### src/rtl/digit_scan_ctrl_if.sv
// Signal bundle between the display data source and the digit scan controller.
// The master drives display data, the slave produces decoder select/enable and segment data.
interface digit_scan_ctrl_if;
   logic [15:0] digits_in;
   logic [3:0]  dp_in;
   logic [3:0]  mask_in;
   logic        hold;
   logic [1:0]  sel;
   logic        en;
   logic [3:0]  hex_out;
   logic        dp_out;
   logic        frame_done;

   modport master (
      output digits_in, dp_in, mask_in, hold,
      input  sel, en, hex_out, dp_out, frame_done
   );

   modport slave (
      input  digits_in, dp_in, mask_in, hold,
      output sel, en, hex_out, dp_out, frame_done
   );
endinterface

### src/rtl/digit_scan_ctrl.sv
// Four-digit time-multiplexed scan controller: slot prescaler, digit select, per-slot
// blanking, and frame-synchronous shadow registers feeding the 2-to-4 decoder.
module digit_scan_ctrl #(
   parameter int DIV   = 50000,
   parameter int BLANK = 1000
) (
   input  logic              clk,
   input  logic              reset,
   digit_scan_ctrl_if.slave  bus
);

   localparam int              CW      = (DIV > 2) ? $clog2(DIV) : 1;
   localparam logic [CW-1:0]   CNT_MAX = CW'(DIV - 1);

   logic [CW-1:0] r_cnt;
   logic [1:0]    r_sel;
   logic [15:0]   r_sh_digits;
   logic [3:0]    r_sh_dp;
   logic [3:0]    r_sh_mask;
   logic          r_frame_done;

   logic          w_tick;
   logic          w_wrap;
   logic          w_unblank;

   assign w_tick = (r_cnt == CNT_MAX);
   assign w_wrap = w_tick && (r_sel == 2'd3);

   // NOTE: shadow registers are reset too, so the first frame is guaranteed dark.
   always_ff @(posedge clk or posedge reset) begin
      if (reset) begin
         r_cnt        <= '0;
         r_sel        <= '0;
         r_sh_digits  <= '0;
         r_sh_dp      <= '0;
         r_sh_mask    <= '0;
         r_frame_done <= 1'b0;
      end else begin
         r_frame_done <= w_wrap;
         if (w_tick) begin
            r_cnt <= '0;
            r_sel <= r_sel + 2'd1;
         end else begin
            r_cnt <= r_cnt + 1'b1;
         end
         // New display data lands on the same edge that sel returns to 0.
         if (w_wrap && !bus.hold) begin
            r_sh_digits <= bus.digits_in;
            r_sh_dp     <= bus.dp_in;
            r_sh_mask   <= bus.mask_in;
         end
      end
   end

   generate
      if (BLANK == 0) begin : g_no_blank
         assign w_unblank = 1'b1;
      end else begin : g_blank
         assign w_unblank = (r_cnt >= CW'(BLANK));
      end
   endgenerate

   // Outputs decode registered state only, so input changes never reach the decoder directly.
   assign bus.sel        = r_sel;
   assign bus.en         = w_unblank && r_sh_mask[r_sel];
   assign bus.hex_out    = r_sh_digits[4*r_sel +: 4];
   assign bus.dp_out     = r_sh_dp[r_sel];
   assign bus.frame_done = r_frame_done;

endmodule

### src/flat_wrapper.sv
// flat-port wrapper written by rule: the top's interface ports become plain ports
module digit_scan_ctrl_flat 
#(
   parameter int DIV   = 50000,
   parameter int BLANK = 1000
)
  (clk, reset, bus_digits_in, bus_dp_in, bus_mask_in, bus_hold, bus_sel, bus_en, bus_hex_out, bus_dp_out, bus_frame_done);
  digit_scan_ctrl_if bus_i ();
  input  logic clk;
  input  logic reset;
  input wire logic [$bits(bus_i.digits_in)-1:0] bus_digits_in;
  input wire logic [$bits(bus_i.dp_in)-1:0] bus_dp_in;
  input wire logic [$bits(bus_i.mask_in)-1:0] bus_mask_in;
  input wire logic [$bits(bus_i.hold)-1:0] bus_hold;
  output wire logic [$bits(bus_i.sel)-1:0] bus_sel;
  output wire logic [$bits(bus_i.en)-1:0] bus_en;
  output wire logic [$bits(bus_i.hex_out)-1:0] bus_hex_out;
  output wire logic [$bits(bus_i.dp_out)-1:0] bus_dp_out;
  output wire logic [$bits(bus_i.frame_done)-1:0] bus_frame_done;
  assign bus_i.digits_in = bus_digits_in;
  assign bus_i.dp_in = bus_dp_in;
  assign bus_i.mask_in = bus_mask_in;
  assign bus_i.hold = bus_hold;
  assign bus_sel = bus_i.sel;
  assign bus_en = bus_i.en;
  assign bus_hex_out = bus_i.hex_out;
  assign bus_dp_out = bus_i.dp_out;
  assign bus_frame_done = bus_i.frame_done;
  digit_scan_ctrl #(.DIV(DIV), .BLANK(BLANK)) u_core (.clk(clk), .reset(reset), .bus(bus_i));
endmodule
### config.mk
export PLATFORM = sky130hd
export DESIGN_NAME = digit_scan_ctrl_flat
export DESIGN_NICKNAME = d
export VERILOG_FILES = /design/src/rtl/digit_scan_ctrl_if.sv /design/src/rtl/digit_scan_ctrl.sv /design/src/flat_wrapper.sv
export SDC_FILE = /design/constraint.sdc
export NUM_CORES = 1
export LEC_CHECK = 0
export BUFFER_PORTS_ARGS = -buffer_cell sky130_fd_sc_hd__buf_2
export CORE_ASPECT_RATIO = 0.9
export CORE_UTILIZATION = 55
export DETAILED_ROUTE_END_ITERATION = 12
export MAX_ROUTING_LAYER = met4
export PLACE_DENSITY = 0.79
export SETUP_SLACK_MARGIN = 0.15
export SYNTH_ARGS = -nofsm -noshare
export SYNTH_HDL_FRONTEND = slang
export SYNTH_SLANG_ARGS = --single-unit
### constraint.sdc
create_clock -name clk -period 2.8 [get_ports clk]
set_clock_uncertainty 0.2 [all_clocks]
set_input_delay 0 -clock clk [delete_from_list [all_inputs] [get_ports clk]]
set_output_delay 0 -clock clk [all_outputs]
set_load 0.02 [all_outputs]
Word level (Yosys, flattened, before mapping)
Index checks and enable logic that the tools add are counted.

Latch bits: 0. Bits in writable memories: 0. Logic and storage cells: 22. Output and inout bits: 9. Bits of input ports: 27. Memories: 0. Register bits after elaboration: 43. ROM bits: 0.

Multipliers: 0. Equal/unequal tests: 2. Bitwise logic cells: 0. Muxes and demuxes: 5. $lt $le $gt $ge: 2. Reduce and logical (&&, ||, !) cells: 4. $add $sub $neg: 2. Divide/modulo/power cells: 0. Shifts and indexed selects: 1.

Operator list (count): $add 16x1->16 const B (1); $eq 16x16->1 const B (1); $ge 16x10->1 const B (1); $mux 16 (1); $shiftx 16x5->4 (1); $bmux 1 s2 (2); $logic_and 1x1->1 (3); $lt 2x3->1 const B (1); $add 2x1->2 const B (1); $eq 2x2->1 const B (1); $mux 1 (2); $logic_not 1->1 (1).

Depth between registers and ports, before layout
Depth after elaboration: 3. Gate-level depth with buffers: 6. Depth with buffers taken out: 5.

Least setup slack after synthesis
No wires, ideal clock.

Path kind: reg-to-reg. Start: register u_core.r_cnt[0]. End: register u_core.r_sh_digits[15]. Arrival time: 1.995 ns. Setup time: 0.125 ns. Slack: 0.480 ns. Clock period less this slack: 2.320 ns. Required time: 2.475 ns. Stages on the path, launching flop included: 7. Path buffers: 1. Cells stage by stage: dfrtp_1 ha_1 nand4_2 or4_4 nor4_4 buf_6 mux2_2.

Longest elaborated chain between the ends: 3.

RTL lines: from (decl) (RTL line digit_scan_ctrl.sv:15) `logic [CW-1:0] r_cnt;`; from (signal assigned) (RTL line digit_scan_ctrl.sv:44) `r_cnt <= r_cnt + 1'b1;`; $eq 16x16->1 (RTL line digit_scan_ctrl.sv:26) `assign w_tick = (r_cnt == CNT_MAX);`; $logic_and 1x1->1 (RTL line digit_scan_ctrl.sv:27) `assign w_wrap = w_tick && (r_sel == 2'd3);`; $logic_and 1x1->1 (RTL line digit_scan_ctrl.sv:47) `if (w_wrap && !bus.hold) begin`; to (signal assigned) (RTL line digit_scan_ctrl.sv:48) `r_sh_digits <= bus.digits_in;`; to (decl) (RTL line digit_scan_ctrl.sv:17) `logic [15:0] r_sh_digits;`.

Every way passes these cells. A chain may end at the register's enable or synchronous reset.

Worst setup path after layout
Start: register u_core.r_cnt[0]. End: register u_core.r_sh_digits[11].

The elaborated chain is that of the path after synthesis.

==> metrics.md <==
| Metric | Value |
|---|---|
| Routed len/inst | 15.3 µm |
| Least-Margin Pin Slew | 0.525 ns |
| Worst path required time | between 2 and 3 ns |
| Unrepaired setup endpoints after global routing | no |
| Synth Flop Type | dfrtp_1 |
| Total number of vias | 1382 |
| Dpl cells | 222 |
| Max cap viols | 0 |
| Power Total | around 0.0012 W |
| Aggregate global-route resource usage | between 20% and 30% |
| Worst Setup SP | u_core.r_cnt[0] |
| TritonCTS Buffers | 5 |
| Worst-path clk slew | ~0.08 ns |
| RR Endpoint | u_core.r_sh_digits[11] |
| Reg2Reg Setup Slack | 0.32 ns |
| Final hold vios | 0 |
| Setup TNS | 0 ns |
| # IOs | 36 |
| Largest net degree at the start of global routing | 44 |
| Final net count | 240 |
| R2r startpoint | u_core.r_cnt[0] |
| Clk buf depth | 2 |
| Initial Utilization | between 50% and 60% |
| Die X-Extent | 65.5 µm |
| Die Y | approximately 59 µm |
| Final setup vio count | 0 |
| Die Area | slightly below 4000 µm² |
| Port bufs | 35 |
| First-pass iteration count of the detailed router | 4 |
| Max Transition Viols Final | 0 |
| Synth Net Count | ~180 |
| Synth cell count leaders | dfrtp_1, mux2_2, xor2_1, mux4_2, nor2_1 |
| Clock Tree Root | clkbuf_8 |
| Top cell type's share of synthesized area | 53.9% |
| Arrival time at the worst endpoint | about 2.5 ns |
| Leak | roughly 1.3 nW |
| Vias in the first global route | roughly 1500 |
| Area contributors post-synth | dfrtp_1, mux2_2, mux4_2 |
| Run status | finished clean |
| Area grow syn2layout | 29.3% |
| # diodes | 0 |
| Post-layout minimum cycle time | around 2.5 ns |
| Post-synthesis register bit count | 43 |
| Residual DRC count | 0 |
| Number of synthesized flops with an enable pin | 0 |
| Fmax | about 400 MHz |
| Max VDD drop | 0.345 mV |
| Layout cells sized above 1 | 37.9% |
| Unique masters post-synth | 33 |
| Initial antenna violation count | 0 |
| Core box area | between 3000 and 4000 µm² |
| Startpoint Class | register |
| Site row count | 20 |
| Area leader, netlist | dfrtp_1 |
| Critical path class | reg2reg |
| DPL Wire Length | 2500 µm |
| Synth Instances | approximately 150 |
| Async SR Flop Fraction | 100% |
| Clock latency at the later pin of the worst-skew pair | just under 0.3 ns |
| Post-synthesis sequential area ratio | a little over half |
| CTS tree | done |
| Syn Std Cell Area | approximately 2000 µm² |
| Global-route wire length before repair | 6480 µm |
| Worst r2r path cells | 6 |
| Drt initial violations | 93 |
| Post-DRT Antenna Nets | 0 |
| Finished Layout Cells | around 260 |
| Synth warn | 0 |
| Most frequent cell after synthesis | dfrtp_1 |
| Grt ovf | 0 |
| Max FO, Critical Path | 24 |
| Worst slew margin | between 60% and 70% |
| # H-tree levels | 2 |
| Worst hold path type | in2async |
| Period utilisation layout | about 90% |
| Post-CTS Setup Inserts | 0 |
| GP Congestion | 0.778 |
| Worst setup EP type | register |
| Post-cts repair resize count | 0 |
| Pwr/cell area | around 450 nW/µm² |
| CTS sink count | 43 |
| Syn Area/Cell | 13.7 µm² |
| Wirelength, routed | ~4000 µm |
| Hold-fix buffers at CTS | 25 |
| Vias per inst | approximately 5.4 |
-- worst max path at each step --
| stage | to | slack, ns |
|---|---|---|
| after floorplan | u_core.r_sh_digits[15] | 0.48 |
| after global placement | u_core.r_sh_digits[5] | 0.45 |
| after detailed placement | u_core.r_sh_digits[6] | 0.33 |
| after CTS | u_core.r_sh_digits[6] | 0.33 |
| after global routing | u_core.r_sh_digits[11] | 0.21 |
| final | u_core.r_sh_digits[11] | 0.32 |
-- routing by layer --
| metal | global-route usage, % | vias to the layer above | share of wire [%] |
|---|---|---|---|
| li1 | - | 654 | - |
| met1 | 29.1 | 681 | 44 |
| met2 | 39.3 | 39 | 51 |
| met3 | 4.81 | 8 | 2.9 |
| met4 | 9.01 | 0 | 1.9 |
| met5 | - | - | 0 |
-- flip-flops by register name, indices dropped and copies added, names as in the netlist --
register,cells
u_core.bus.frame_done,1
u_core.bus.sel,2
u_core.r_sh_mask,4
u_core.r_sh_digits,16
u_core.r_cnt,16
u_core.r_sh_dp,4
-- critical path: stages (launching register included) --
cell	delay, ns
dfrtp_1	0.41
ha_1	0.24
nand4_2	0.16
or4_4	0.47
nor4_4	0.15
buf_4	0.35
mux2_2	0.38
-- cell usage in the layout, fill, tap and decap left out, types with 2 or more instances in the layout --
master,instances
ha_1,3
xnor2_1,4
and4_1,3
or4_4,2
nand3_1,5
mux2_2,23
nand4_1,5
dfrtp_1,43
a21oi_1,2
and3_1,2
clkbuf_8,6
nand2_1,4
buf_2,35
mux2_1,2
mux4_2,6
buf_4,4
nand2b_1,2
nor2_1,6
dlygate4sd3_1,25
inv_1,3
xor2_1,8
or3_1,3
o21ai_0,2
-- where the power goes --
group          internal (W)  total [W]  switching, W  leakage [nW]
registers          0.000620   0.000620             0         0.587
logic             0.0000366  0.0000581     0.0000215         0.644
clock network      0.000288   0.000490      0.000202        0.0612
total              0.000946    0.00117      0.000223          1.29
-- cell type report --
cell class              instances  area, µm²
inverters                       3       11.3
fillers                       213        846
repair buffers                 64        455
clock inverters                 2       35.0
clock buffers                   6       82.6
well taps                      44       55.1
flip-flops and latches         43       1080
multi-input cells              93        867
-- through the flow --
step | worst slack (ns) | util [%] | instance area, µm² | hold WS (ns)
global route | 0.211 | 75.3 | 2580 | 0.245
finish | 0.322 | 75.3 | 2580 | 0.180
CTS | 0.331 | 75.3 | 2580 | 0.203
floorplan | 0.480 | - | 2000 | -0.0653
global placement | 0.448 | 64.6 | 2210 | -0.0528
detailed placement | 0.333 | 64.6 | 2210 | -0.0378
-- logic make-up (layout without fill, tap and decap cells) --
family	after synthesis	in the layout	synth area share [%]
flip-flops	43	43	53.9
multiplexers	32	32	21.4
XOR/XNOR	12	12	5.26
AO/OA/AOI/OAI	6	6	1.94
adder cells (fa/ha/maj)	3	3	1.88
AND/OR/NAND/NOR	40	40	13.0
buffers and inverters	10	75	2.69
Note: power is estimated with default switching activity, not from simulation.
